[config.mk]
export PLATFORM = sky130hd
export DESIGN_NAME = ml_demod_scheduler
export DESIGN_NICKNAME = d
export VERILOG_FILES = /design/src/rtl/ml_demod_pkg.sv /design/src/rtl/ml_sched_fifo.sv /design/src/rtl/ml_demod_scheduler.sv
export SDC_FILE = /design/constraint.sdc
export NUM_CORES = 2
export LEC_CHECK = 0
export BUFFER_PORTS_ARGS = -buffer_cell sky130_fd_sc_hd__buf_2
export CELL_PAD_IN_SITES_DETAIL_PLACEMENT = 1
export CELL_PAD_IN_SITES_GLOBAL_PLACEMENT = 1
export CORE_ASPECT_RATIO = 2
export CORE_UTILIZATION = 55
export CTS_CLUSTER_SIZE = 8
export DETAILED_ROUTE_END_ITERATION = 16
export PLACE_DENSITY_LB_ADDON = 0.1
export SETUP_SLACK_MARGIN = 0.3
export SLEW_MARGIN = 20
export SYNTH_ARGS = -nofsm -noshare
export SYNTH_HDL_FRONTEND = slang
export SYNTH_SLANG_ARGS = --single-unit
[constraint.sdc]
create_clock -name i_clk -period 27.1 [get_ports i_clk]
set_input_delay 0 -clock i_clk [delete_from_list [all_inputs] [get_ports i_clk]]
set_output_delay 0 -clock i_clk [all_outputs]
set_load 0.01 [all_outputs]
[src/rtl/ml_demod_pkg.sv]
// Shared widths, job record and core FSM states for the ML demodulator scheduler.
package ml_demod_pkg;

  localparam int Y_HAT_W = 160;
  localparam int R_W     = 320;
  localparam int LLR_W   = 8;
  localparam int N_LLR   = 8;
  localparam int RES_W   = LLR_W * N_LLR;

  typedef struct packed {
    logic [Y_HAT_W-1:0] y_hat;
    logic [R_W-1:0]     r;
  } job_t;

  typedef enum logic [1:0] {
    ST_IDLE  = 2'd0,
    ST_START = 2'd1,
    ST_WAIT  = 2'd2
  } core_state_e;

endpackage

[src/rtl/ml_sched_fifo.sv]
// Synchronous show-ahead FIFO; head is visible on o_rd_dat while not empty.
// A write when full is accepted only if a read happens on the same edge.
module ml_sched_fifo #(
  parameter int WIDTH = 8,
  parameter int DEPTH = 2
) (
  input  logic             i_clk,
  input  logic             i_reset,
  input  logic             i_wr_vld,
  input  logic [WIDTH-1:0] i_wr_dat,
  input  logic             i_rd_vld,
  output logic [WIDTH-1:0] o_rd_dat,
  output logic             o_empty,
  output logic             o_full
);

  localparam int AW = (DEPTH > 1) ? $clog2(DEPTH) : 1;
  localparam int CW = $clog2(DEPTH + 1);

  logic [WIDTH-1:0] mem [DEPTH];
  logic [AW-1:0]    wr_ptr;
  logic [AW-1:0]    rd_ptr;
  logic [CW-1:0]    count;
  logic             do_wr;
  logic             do_rd;

  function automatic logic [AW-1:0] ptr_inc(input logic [AW-1:0] p);
    return (p == AW'(DEPTH - 1)) ? '0 : p + AW'(1);
  endfunction

  assign o_empty  = (count == '0);
  assign o_full   = (count == CW'(DEPTH));
  assign do_rd    = i_rd_vld && !o_empty;
  assign do_wr    = i_wr_vld && (!o_full || do_rd);
  assign o_rd_dat = mem[rd_ptr];

  always_ff @(posedge i_clk) begin
    if (do_wr) mem[wr_ptr] <= i_wr_dat;
  end

  always_ff @(posedge i_clk or posedge i_reset) begin
    if (i_reset) begin
      wr_ptr <= '0;
      rd_ptr <= '0;
      count  <= '0;
    end else begin
      if (do_wr) wr_ptr <= ptr_inc(wr_ptr);
      if (do_rd) rd_ptr <= ptr_inc(rd_ptr);
      count <= count + CW'(do_wr) - CW'(do_rd);
    end
  end

endmodule

[src/rtl/ml_demod_scheduler.sv]
// Job queue, credit-gated core launcher and byte-serial LLR output for the ML demodulator.
// Define LLR_NONZERO_EN to remap zero LLR bytes to 8'h01 on the output.
module ml_demod_scheduler
  import ml_demod_pkg::*;
#(
  parameter int JOB_DEPTH = 4,
  parameter int RES_DEPTH = 2
) (
  input  logic               i_clk,
  input  logic               i_reset,
  input  logic               i_trig,
  input  logic [Y_HAT_W-1:0] i_y_hat,
  input  logic [R_W-1:0]     i_r,
  output logic               o_core_start,
  output logic [Y_HAT_W-1:0] o_core_y_hat,
  output logic [R_W-1:0]     o_core_r,
  input  logic               i_core_done,
  input  logic [RES_W-1:0]   i_core_llr,
  output logic               o_rd_vld,
  input  logic               i_rd_rdy,
  output logic [LLR_W-1:0]   o_llr,
  output logic               o_hard_bit,
  output logic               o_overflow,
  output logic               o_busy
);

  localparam int CRW = $clog2(RES_DEPTH + 1);
  localparam int BIW = $clog2(N_LLR);

  core_state_e      state;
  core_state_e      state_nxt;
  job_t             job_in;
  job_t             job_head;
  logic             job_empty;
  logic             job_full;
  logic             job_pop;
  logic [RES_W-1:0] res_head;
  logic             res_empty;
  logic             res_full;
  logic             res_push;
  logic [CRW-1:0]   credits;
  logic [BIW-1:0]   byte_idx;
  logic             rd_hs;
  logic             last_hs;
  logic             can_start;
  logic [LLR_W-1:0] llr_raw;
  logic [LLR_W-1:0] llr_fix;

  assign job_in = '{y_hat: i_y_hat, r: i_r};

  ml_sched_fifo #(.WIDTH($bits(job_t)), .DEPTH(JOB_DEPTH)) u_job_fifo (
    .i_clk    (i_clk),
    .i_reset  (i_reset),
    .i_wr_vld (i_trig),
    .i_wr_dat (job_in),
    .i_rd_vld (job_pop),
    .o_rd_dat (job_head),
    .o_empty  (job_empty),
    .o_full   (job_full)
  );

  ml_sched_fifo #(.WIDTH(RES_W), .DEPTH(RES_DEPTH)) u_res_fifo (
    .i_clk    (i_clk),
    .i_reset  (i_reset),
    .i_wr_vld (res_push),
    .i_wr_dat (i_core_llr),
    .i_rd_vld (last_hs),
    .o_rd_dat (res_head),
    .o_empty  (res_empty),
    .o_full   (res_full)
  );

  assign rd_hs     = o_rd_vld && i_rd_rdy;
  assign last_hs   = rd_hs && (byte_idx == BIW'(N_LLR - 1));
  // A slot freed by the final byte can be re-reserved on the same edge.
  assign can_start = (credits != '0) || last_hs;
  assign res_push  = (state == ST_WAIT) && i_core_done;

  always_comb begin
    state_nxt    = state;
    job_pop      = 1'b0;
    o_core_start = 1'b0;
    case (state)
      ST_IDLE: begin
        if (!job_empty && can_start) begin
          job_pop   = 1'b1;
          state_nxt = ST_START;
        end
      end
      ST_START: begin
        o_core_start = 1'b1;
        state_nxt    = ST_WAIT;
      end
      ST_WAIT: begin
        if (i_core_done) state_nxt = ST_IDLE;
      end
      default: state_nxt = ST_IDLE;
    endcase
  end

  always_ff @(posedge i_clk or posedge i_reset) begin
    if (i_reset) begin
      state        <= ST_IDLE;
      o_core_y_hat <= '0;
      o_core_r     <= '0;
      credits      <= CRW'(RES_DEPTH);
      byte_idx     <= '0;
      o_overflow   <= 1'b0;
    end else begin
      state <= state_nxt;
      if (job_pop) begin
        o_core_y_hat <= job_head.y_hat;
        o_core_r     <= job_head.r;
      end
      credits <= credits + CRW'(last_hs) - CRW'(job_pop);
      if (rd_hs) byte_idx <= byte_idx + BIW'(1);
      if (i_trig && job_full && !job_pop) o_overflow <= 1'b1;
    end
  end

  assign llr_raw = res_head[byte_idx*LLR_W +: LLR_W];

`ifdef LLR_NONZERO_EN
  assign llr_fix = (llr_raw == '0) ? LLR_W'(1) : llr_raw;
`else
  assign llr_fix = llr_raw;
`endif

  assign o_rd_vld   = !res_empty;
  assign o_llr      = res_empty ? '0 : llr_fix;
  assign o_hard_bit = o_llr[LLR_W-1];
  assign o_busy     = !job_empty || (state != ST_IDLE) || !res_empty;

  // Credit reservation must make this unreachable.
  res_no_overflow: assert property (@(posedge i_clk) disable iff (i_reset) !(res_push && res_full));

endmodule

==> results.py <==
metrics = {
    "synthesis": {
        "netlist-cell-type-count": 40,
        "async_flop_share_pct": 19.6,
        "synth-main-ff-cell": "edfxtp_1",
        "synth_top_area_share_pct": 65.0,
        "synth_area_leaders": "edfxtp_1, dfrtp_1, mux4_2, mux2_4, buf_6",
        "ys_ff_latch": 2547,
        "ys_seq_area_share_pct": 78.2,
        "syn_inst": 3821,
        "synthTopCellsByCount": "edfxtp_1, mux4_2, dfrtp_1",
        "synth_fp_nets": 4384,
        "syn_avg_cell_area_um2": 24.8,
        "synth-edff-count": 2048,
        "yosys.cell_count.top_type": "edfxtp_1",
        "synthesis.area_um2": 94600,
        "yosys.area.top_type": "edfxtp_1",
        "yosysWarnings": 0,
    },
    "critical_path": {
        "crit_start": "byte_idx[0]",
        "cp.arrival_ps": 6050,
        "crit_required_ps": 27580,
        "start_kind": "register",
        "end_kind": "register",
        "critical_path_class": "reg2reg",
        "r2r-start": "byte_idx[0]",
        "path_max_fanout": 62,
    },
    "clocking": {
        "htreeDepth": 5,
        "clockBufferDepth": 4,
        "clock_latency_ps": 890,
        "cts_setup_buffers": 0,
        "root_buffer": "clkbuf_16",
        "cts-resized-gates": 0,
        "cts.sinks": 2547,
        "clkSlewWorstSetupHoldPaths_ps": 60,
        "cts-buffers-inserted": 360,
        "cts_tree": "done",
    },
    "place": {
        "pre_cts_slack_ps": 21730,
        "hpwl_um": 156000,
        "portBuffers": 1041,
        "gp_congestion": 0.789,
    },
    "finish": {
        "synthToLayoutAreaGrowth_pct": 30.7,
        "drive_above_1_share_pct": 38.2,
        "final_net_count": 6764,
    },
    "detailed_routing": {
        "firstDrtPassIters": 5,
        "drtIter0Drc": 6076,
        "via_per_inst": 6.24,
        "wl_um": 345000,
        "antenna_left": 0,
        "vias": 55200,
        "wire_per_inst_um": 39.0,
        "post-route-drc-count": 0,
    },
    "min_path": {
        "hp-class": "in2reg",
        "hp-start": "i_r[38]",
    },
    "sta": {
        "maxSlewViolCount": 0,
        "slew-limit-headroom_pct": 15.4,
        "fin_hold_ws_ps": 42.7,
        "fmax_mhz": 180,
        "hold_viol_final": 0,
        "finClkSkew_ps": 73.9,
        "setup_ws_ps": 21530,
        "tightest_slew_ps": 1270,
        "rsz0062_at_grt": "false",
        "min_period_ps": 5570,
        "fin_crit_sh_pct": 20.6,
        "fin_setup_tns_ps": 0,
        "finalSetupViolations": 0,
    },
    "grt": {
        "use_met2_pct": 61.4,
        "grt_pass1_wl_um": 450000,
        "antenna_found_initial": 107,
        "busiest_layer": "met2",
        "grt_pass1_vias": 58500,
        "gr-usage-met3_pct": 11.3,
        "grt_overflow_total": 0,
        "globalRouteMet1Util_pct": 44.1,
        "grt.total_usage_pct": 36.8,
        "grt_max_degree": 150,
    },
    "die": {
        "die-area_um2": 174000,
        "die_y_um": 588,
        "io_pins": 1042,
        "initial_utilization_pct": 55.5,
        "std_cell_rows": 214,
        "core_um2": 170000,
        "fp.dieW_um": 295,
    },
    "pwr": {
        "p_leak_nw": 45.8,
        "pwr_density_cell_nw_per_um2": 125,
        "ir_drop_mv": 0.118,
    },
    "run_status": {
        "status": "completed",
    },
    "job": {
        "maxCapViolCount": 0,
    },
}
==> cell families after synthesis <==
kind of cell               share of synthesized area (%)
adders and majority gates                          0.193
muxes                                               19.9
xor gates and xnor gates                          0.0834
buffers and inverters                               1.23
AOI/OAI and AO/OA                                  0.183
and+or+nand+nor                                    0.201
DFF                                                 78.2
==> power breakdown <==
group,internal (mW),switching (mW)
registers,5.36,0.653
logic,2.37,2.68
clock network,2.56,1.87
total,10.3,5.20
==> cells in the final DEF (no fill, tap or decap), types with 8 or more instances in the layout <==
cell type,instances
dfrtp_1,495
mux2_1,22
buf_4,62
buf_2,1041
inv_1,11
dlygate4sd3_1,1080
mux2_4,460
clkbuf_1,255
edfxtp_1,2048
mux2i_1,16
diode_2,102
mux4_2,508
ha_1,13
nor2_1,8
clkbuf_16,374
==> per-stage QoR <==
step | utilization (%) | power, mW | instance area, um^2 | std cells
CTS | 72.4 | 14.8 | 123000 | 8742
global route | 72.6 | 15.8 | 124000 | 8819
finish | 72.6 | 15.5 | 124000 | 8845
global placement | 60.0 | 10.3 | 102000 | 7026
floorplan | - | 9.23 | 94600 | 3821
detailed placement | 60.0 | 10.4 | 102000 | 7026
==> metal layers <==
| metal | routed length [um] | part of all wire [%] |
|---|---|---|
| met1 | 117000 | 34 |
| met2 | 172000 | 50 |
| met5 | 507 | 0.15 |
| met3 | 36600 | 11 |
| met4 | 18300 | 5.3 |
==> repair_timing <==
| action | 4_1_cts | 5_1_grt |
|---|---|---|
| setup endpoints to repair | 0 | 0 |
| hold buffers | 1080 | 0 |
| hold endpoints to repair | 2183 | 0 |
==> layout make-up <==
type / instances / area (um^2)
antenna: 102 / 255
multi-input combinational: 1090 / 19500
clock inverter: 7 / 104
sequential: 2547 / 74000
tap: 2268 / 2840
fill: 13200 / 46700
inverter: 12 / 52.6
timing repair buffer: 2190 / 16600
clock buffer: 629 / 10300
==> path summary, 6_finish.rpt <==
kind                                          end  slack [ps]  cells past startpoint
hold / removal              u_job_fifo.mem[2][38]          40                      2
setup / recovery           u_job_fifo.mem[3][342]       21530                      9
setup reg to reg           u_job_fifo.mem[3][342]       21530                      9
max in group asynchronous           o_core_r[190]       23040                      8
min in group asynchronous       o_core_y_hat[109]         440                      4
hold reg to reg                     o_core_r[123]         480                      1
==> critical path: stages, from the launching register on <==
cell and delay (ps):
dfrtp_1 390, ha_1 180, ha_1 160, o211a_1 270
o31a_1 260, o21a_1 370, and2_4 860, buf_4 910
buf_4 760, buf_4 820
==> state kept, by name (all words and copies together), names as in the netlist, 3 cells and up <==
| register | count |
|---|---|
| byte_idx | 3 |
| o_core_r | 320 |
| o_core_y_hat | 160 |
| u_job_fifo.count | 3 |
| u_job_fifo.mem | 1920 |
| u_res_fifo.mem | 128 |
Note: power is estimated with default switching activity, not from simulation.
